`config.mk`:
```
export PLATFORM = sky130hd
export DESIGN_NAME = scan_ctrl
export DESIGN_NICKNAME = d
export VERILOG_FILES = /design/src/rtl/scan_ctrl.sv
export SDC_FILE = /design/constraint.sdc
export NUM_CORES = 1
export LEC_CHECK = 0
export CAP_MARGIN = 20
export CORE_ASPECT_RATIO = 0.75
export CORE_MARGIN = 2
export CORE_UTILIZATION = 25
export DETAILED_ROUTE_END_ITERATION = 12
export HOLD_SLACK_MARGIN = 0.02
export SLEW_MARGIN = 20
export SYNTH_ARGS = -nofsm -noshare
export SYNTH_HDL_FRONTEND = slang
export SYNTH_SLANG_ARGS = --single-unit
```
`constraint.sdc`:
```
create_clock -name clk -period 2.8 [get_ports clk]
set_input_delay 0.84 -clock clk [delete_from_list [all_inputs] [get_ports clk]]
set_output_delay 0.84 -clock clk [all_outputs]
set_load 0.01 [all_outputs]
```
`src/rtl/scan_ctrl.sv`:
```
// Frame sequencer for the serpentine position counter: one pixel request in flight, waits for the detector result.
// A request is held stable on req_* until req_ready; abort, config and watchdog errors all end the frame via DONE.
module scan_ctrl #(
  parameter int X_MAX   = 5,
  parameter int Y_MAX   = 5,
  parameter int TIMEOUT = 64,
  localparam int XW = $clog2(X_MAX),
  localparam int YW = $clog2(Y_MAX),
  localparam int TW = $clog2(TIMEOUT + 1),
  localparam int PW = XW + YW + 1
) (
  input  logic          clk,
  input  logic          rst,
  input  logic          start,
  input  logic          abort,
  input  logic [XW-1:0] cfg_width,
  input  logic [YW-1:0] cfg_height,
  input  logic [XW-1:0] pos_x,
  input  logic [YW-1:0] pos_y,
  input  logic [1:0]    pos_dir,
  input  logic          pos_end,
  output logic [XW-1:0] pos_max_x,
  output logic [YW-1:0] pos_max_y,
  output logic          pos_update,
  output logic          pos_new_trans,
  output logic          req_valid,
  input  logic          req_ready,
  output logic [XW-1:0] req_x,
  output logic [YW-1:0] req_y,
  output logic [1:0]    req_dir,
  input  logic          res_valid,
  output logic          busy,
  output logic          frame_done,
  output logic          err,
  output logic [PW-1:0] pix_count
);

  typedef enum logic [2:0] {
    S_IDLE, S_INIT, S_REQ, S_WAIT, S_ADV, S_DONE
  } state_t;

  state_t        state_q, state_d;
  logic [XW-1:0] max_x_q, max_x_d;
  logic [YW-1:0] max_y_q, max_y_d;
  logic [PW-1:0] pix_q, pix_d;
  logic [TW-1:0] wdog_q, wdog_d;
  logic          err_q, err_d;
  logic          cfg_bad;
  logic          wdog_expired;

  assign cfg_bad      = (cfg_width == '0) || (cfg_height == '0);
  // The TIMEOUT-th WAIT cycle is the last one in which a result is still accepted.
  assign wdog_expired = (wdog_q == TW'(TIMEOUT - 1));

  always_ff @(posedge clk) begin
    if (rst) begin
      state_q <= S_IDLE;
      max_x_q <= '0;
      max_y_q <= '0;
      pix_q   <= '0;
      wdog_q  <= '0;
      err_q   <= 1'b0;
    end else begin
      state_q <= state_d;
      max_x_q <= max_x_d;
      max_y_q <= max_y_d;
      pix_q   <= pix_d;
      wdog_q  <= wdog_d;
      err_q   <= err_d;
    end
  end

  always_comb begin
    state_d = state_q;
    max_x_d = max_x_q;
    max_y_d = max_y_q;
    pix_d   = pix_q;
    wdog_d  = wdog_q;
    err_d   = err_q;
    case (state_q)
      S_IDLE: begin
        if (start) begin
          if (cfg_bad) begin
            err_d   = 1'b1;
            state_d = S_DONE;
          end else begin
            max_x_d = cfg_width;
            max_y_d = cfg_height;
            err_d   = 1'b0;
            pix_d   = '0;
            state_d = S_INIT;
          end
        end
      end
      S_INIT: state_d = abort ? S_DONE : S_REQ;
      S_REQ: begin
        if (abort) begin
          state_d = S_DONE;
        end else if (req_ready) begin
          wdog_d  = '0;
          state_d = S_WAIT;
        end
      end
      S_WAIT: begin
        // Abort outranks a same-cycle result, which in turn outranks the watchdog.
        if (abort) begin
          state_d = S_DONE;
        end else if (res_valid) begin
          pix_d   = pix_q + PW'(1);
          state_d = pos_end ? S_DONE : S_ADV;
        end else if (wdog_expired) begin
          err_d   = 1'b1;
          state_d = S_DONE;
        end else begin
          wdog_d = wdog_q + TW'(1);
        end
      end
      S_ADV:   state_d = abort ? S_DONE : S_REQ;
      S_DONE:  state_d = S_IDLE;
      default: state_d = S_IDLE;
    endcase
  end

  always_comb begin
    req_valid     = 1'b0;
    req_x         = '0;
    req_y         = '0;
    req_dir       = '0;
    pos_update    = (state_q == S_ADV);
    pos_new_trans = (state_q == S_INIT);
    frame_done    = (state_q == S_DONE);
    busy          = (state_q != S_IDLE);
    if (state_q == S_REQ) begin
      req_valid = !abort;
      req_x     = pos_x;
      req_y     = pos_y;
      req_dir   = pos_dir;
    end
  end

  assign pos_max_x = max_x_q;
  assign pos_max_y = max_y_q;
  assign err       = err_q;
  assign pix_count = pix_q;

endmodule

```
Word-level counts from Yosys, hierarchy flattened
Cells that the tools add are included.
{"block": "word_totals", "register_bits": 24, "in_bits": 21, "wordCells": 71, "out_inout_bits": 27}
{"block": "op_classes", "bitwise": 1, "addsub": 2, "mux": 31, "n_eq_ne": 17, "n_reduce_logical": 14}
{"cell": "$mux W7", "count": 9}
{"cell": "$mux W3", "count": 10}
{"cell": "$pmux W7 S2", "count": 2}
{"cell": "$ne A2 B2 Y1 const B", "count": 9}
{"cell": "$add A7 B1 Y7 const B", "count": 2}
{"cell": "$pmux W3 S4", "count": 1}
{"cell": "$reduce_and A5 Y1", "count": 2}
{"cell": "$logic_not A3 Y1", "count": 3}
{"cell": "$eq A7 B6 Y1 const B", "count": 1}
{"cell": "$mux W1", "count": 7}
{"cell": "$eq A3 B2 Y1 const B", "count": 2}
{"cell": "$eq A3 B3 Y1 const B", "count": 2}
{"cell": "$reduce_and A3 Y1", "count": 2}
{"cell": "$reduce_and A6 Y1", "count": 1}
{"cell": "$ne A4 B4 Y1 const B", "count": 1}
{"cell": "$reduce_bool A2 Y1", "count": 2}
{"cell": "$eq A3 B1 Y1 const B", "count": 1}
{"cell": "$ne A3 B3 Y1 const B", "count": 1}
{"cell": "$reduce_bool A3 Y1", "count": 1}
{"cell": "$mux W2", "count": 1}
{"cell": "$pmux W1 S2", "count": 1}
{"cell": "$reduce_or A2 Y1", "count": 1}
{"cell": "$logic_not A1 Y1", "count": 1}
{"cell": "$logic_or A1 B1 Y1", "count": 1}
{"cell": "$not A1 Y1", "count": 1}

Longest topological paths before layout
{"block": "depth", "ltp_word": 5, "ltp_mapped": 7, "mapped_depth_nobuf": 5}

Worst setup path after synthesis
OpenSTA, ideal clock, no wires.
{"block": "synth_path", "path_kind": "input-to-reg", "from": "input port abort", "to": "register wdog_q[0]", "required_ns": 2.679, "cell_stages": 6, "arrival_time_ns": 2.263, "n_path_buf": 2, "setup_time_ns": 0.121, "slack_ns": 0.417, "cell_sequence": "buf_6 -> nor4b_1 -> nand2_1 -> and3_1 -> clkbuf_1 -> mux2_2"}
{"block": "synth_via", "elab_chain_cells": 2, "elab_cells_between_ends": 3, "cone_classes": "eq/ne: 2; reduce/logical: 1"}
{"element": "start, declared", "line_no": "15", "rtl": "input logic abort,"}
{"element": "$ne A2 B2 Y1 (no source line)"}
{"element": "$reduce_and A6 Y1 (no source line) (*)"}
{"element": "end signal, assigned", "line_no": "68", "rtl": "wdog_q <= wdog_d;"}
{"element": "end, declared", "line_no": "46", "rtl": "logic [TW-1:0] wdog_q, wdog_d;"}
Mark *: on every way between the ends. The rest lies on a longest branch, timed or not.
A chain may end at the register's enable or synchronous reset.

Worst setup path after layout
{"block": "layout_path", "from": "input port pos_dir[1]", "to": "output port req_dir[1]"}
{"block": "layout_via", "elab_chain_cells": 1}
{"element": "start, declared", "line_no": "20", "rtl": "input logic [1:0] pos_dir,"}
{"element": "$mux W2", "line_no": "133", "rtl": "if (state_q == S_REQ) begin"}
{"element": "end, declared", "line_no": "30", "rtl": "output logic [1:0] req_dir,"}
Every way passes these cells.

==> results.json <==
{
  "status": "completed",
  "fin_crit_sh_pct": 99.2,
  "drtPass1Iterations": 4,
  "synth.top_cells.by_area": "dfxtp_1 (37%), mux2i_1 (5.4%), and2_1 (4.3%), nor2_1 (3.5%), nor3b_1 (2.9%)",
  "die_y_um": 66.5,
  "area_delta_synth_final_pct": 49.8,
  "placementRows": 22,
  "place_ws_ps": -254,
  "drv_slew": 0,
  "ir_drop_v": 0.000165,
  "cts_tree": "built",
  "grt_use_total_pct": 11.7,
  "clk_latency_ps": 270,
  "cp-end-kind": "output port",
  "min_path_type": "reg -> reg",
  "wl_um": 3360,
  "crit_path_end": "req_dir[1]",
  "r2r-start": "state_q[0]",
  "synth.distinct_cells": 46,
  "crit_chain": "clkdlybuf4s50_1 -> and2_1 -> clkdlybuf4s50_1",
  "antennaDiodeCount": 0,
  "layout-drive-gt1-share_pct": 12.5,
  "critPathRequiredTime_ps": 1960,
  "synth-edff-count": 0,
  "critical_path.top_delay_family": "buffers and inverters",
  "relSlewSlack_pct": 70.3,
  "cpMostUsedCell": "clkdlybuf4s50_1",
  "yosys_warnings": 0,
  "stdcell_count": 260,
  "powerDensity_mw_per_mm2": 490,
  "placed_area_mm2": 0.00189,
  "post-route-cell-area_mm2": 0.00195,
  "hold_violations": 0,
  "gp_congestion": 0.748,
  "dieArea_mm2": 0.00581,
  "arrival_ps": 1940,
  "power.share.clock_pct": 25.1,
  "die_x_um": 87.4,
  "fin_tns_setup_ps": 0,
  "vias": 1264,
  "cap_violations": 0,
  "crit_path_top_delay_cell": "clkdlybuf4s50_1",
  "clock_skew_ps": 4.31,
  "p_sw_share_pct": 29.6,
  "power_switching_uw": 283,
  "wl_per_cell_um": 12.9,
  "initial_core_util_pct": 26.3,
  "hp-start": "wdog_q[6]",
  "cp.depth": 3,
  "total_power_uw": 957,
  "avgViaCountPerCell": 4.86,
  "rsz0062_at_grt": "false",
  "final_cell_mix": "clkdlybuf4s50_1 (43), dfxtp_1 (24), nor2_1 (12)",
  "worst_r2r_path_depth": 6,
  "synth_fp_nets": 170,
  "p_int_uw": 674,
  "path_class": "in -> out",
  "fin_nets": 224,
  "ant_nets": 0,
  "seq_power_share_pct": 40.7,
  "cp-startpoint": "pos_dir[1]",
  "crit_buf_inv": 2,
  "clock-sinks": 24,
  "netlist.area_leader.share_pct": 36.9,
  "synth_area_per_cell_um2": 8.87,
  "setup_viol": 0,
  "critPathLaunchType": "input port",
  "layout_commonest_cell": "clkdlybuf4s50_1",
  "cts_inserted_buffers": 3,
  "port_buffers": 47,
  "clk_path_buf_depth": 2,
  "timing.hold.ws_ps": 480,
  "worstPathMaxFanout": 1,
  "coreArea_mm2": 0.00495,
  "holdBufCountCts": 0,
  "async_flop_share_pct": 0,
  "p_leak_nw": 0.772,
  "remaining_drc_errors": 0,
  "grt_pass1_wl_um": 5460,
  "dp.cells": 256,
  "rrSetupSlack_ps": 820,
  "synth_cells": 147,
  "pwr-share-comb_pct": 34.2,
  "io_pins": 48,
  "netlist_area_mm2": 0.00130,
  "grt.overflow.total": 0,
  "r2r-end": "pix_count[5]",
  "cts.clk_slew.worst_paths_ps": 80,
  "h-tree-depth": 1,
  "ys_ff_latch": 24,
  "finalWorstSetupSlack_ps": 23.2,
  "final_util_pct": 39.4,
  "grt_pass1_vias": 1098,
  "drtIter0Drc": 51,
  "synth-seq-area-share_pct": 36.9,
  "dp_hpwl_um": 2540,
  "grt_max_degree": 21,
  "synth_flop_cell": "dfxtp_1",
  "min_period_ps": 2780,
  "fmax_ghz": 0.360,
  "worstMarginPinSlew_ps": 442,
  "netlist.top_cell.by_area": "dfxtp_1",
  "antenna_found_initial": 0,
  "critical-path-max-stage-delay_ps": 540,
  "cts.root.buffer_cell": "clkbuf_8"
}
## power groups by stage
stage | Sequential [mW] | Combinational, mW | Clock (mW)
global placement | 0.397 | 0.329 | 0
floorplan | 0.393 | 0.175 | 0
detailed placement | 0.398 | 0.330 | 0
CTS | 0.391 | 0.331 | 0.253
finish | 0.390 | 0.327 | 0.240
global route | 0.395 | 0.358 | 0.265
## worst min-delay path by stage
stage	endpoint	slack, ps	cells after the start
global route	wdog_q[6]	500	1
CTS	wdog_q[6]	480	1
floorplan	wdog_q[6]	440	1
global placement	wdog_q[6]	460	1
detailed placement	wdog_q[6]	470	1
finish	wdog_q[6]	480	1
## kinds of logic (layout without fill, tap and decap cells)
group | count (synthesis) | in the layout | share of synthesized area, %
adders and majority gates | 2 | 2 | 1.92
muxes | 8 | 8 | 6.24
and+or+nand+nor | 56 | 56 | 25.6
buffers and inverters | 13 | 66 | 4.70
AOI/OAI and AO/OA | 43 | 43 | 24.0
DFF | 24 | 24 | 36.9
xor gates and xnor gates | 1 | 1 | 0.672
## area by class of cell
cell class | count | area, um^2
Inverter | 4 | 15.0
Tap cell | 60 | 75.1
Multi-Input combinational cell | 110 | 768
Clock buffer | 4 | 55.1
Timing Repair Buffer | 58 | 559
Fill cell | 503 | 3000
Sequential cell | 24 | 480
## synthesized netlist by cell type (4+ instances only)
master	n
nor3b_1	5
nor3_1	4
and3_1	4
a21oi_1	7
nand2_1	8
o21a_1	5
clkbuf_1	6
nor2_1	12
o21ai_0	6
inv_1	4
dfxtp_1	24
mux2i_1	7
a211oi_1	4
and2_1	9
## registers in the layout, summed over array words and instances (netlist names)
name / flops
pix_count: 7
wdog_q: 7
pos_max_x: 3
pos_max_y: 3
state_q: 3
err: 1
## per-layer routing
layer	GRT usage (%)	part of all wire, %
met1	17.9	54
met2	16.8	42
met3	3.10	3.5
met4	1.15	0.24
met5	0	0
## what timing repair did
item / CTS / global route
resized for setup: 2 / 3
endpoints found under the setup margin: 1 / 3
buffers inserted: 0 / 0
gates cloned: 0 / 0
pin swaps: 0 / 0
Note: power is estimated with default switching activity, not from simulation.
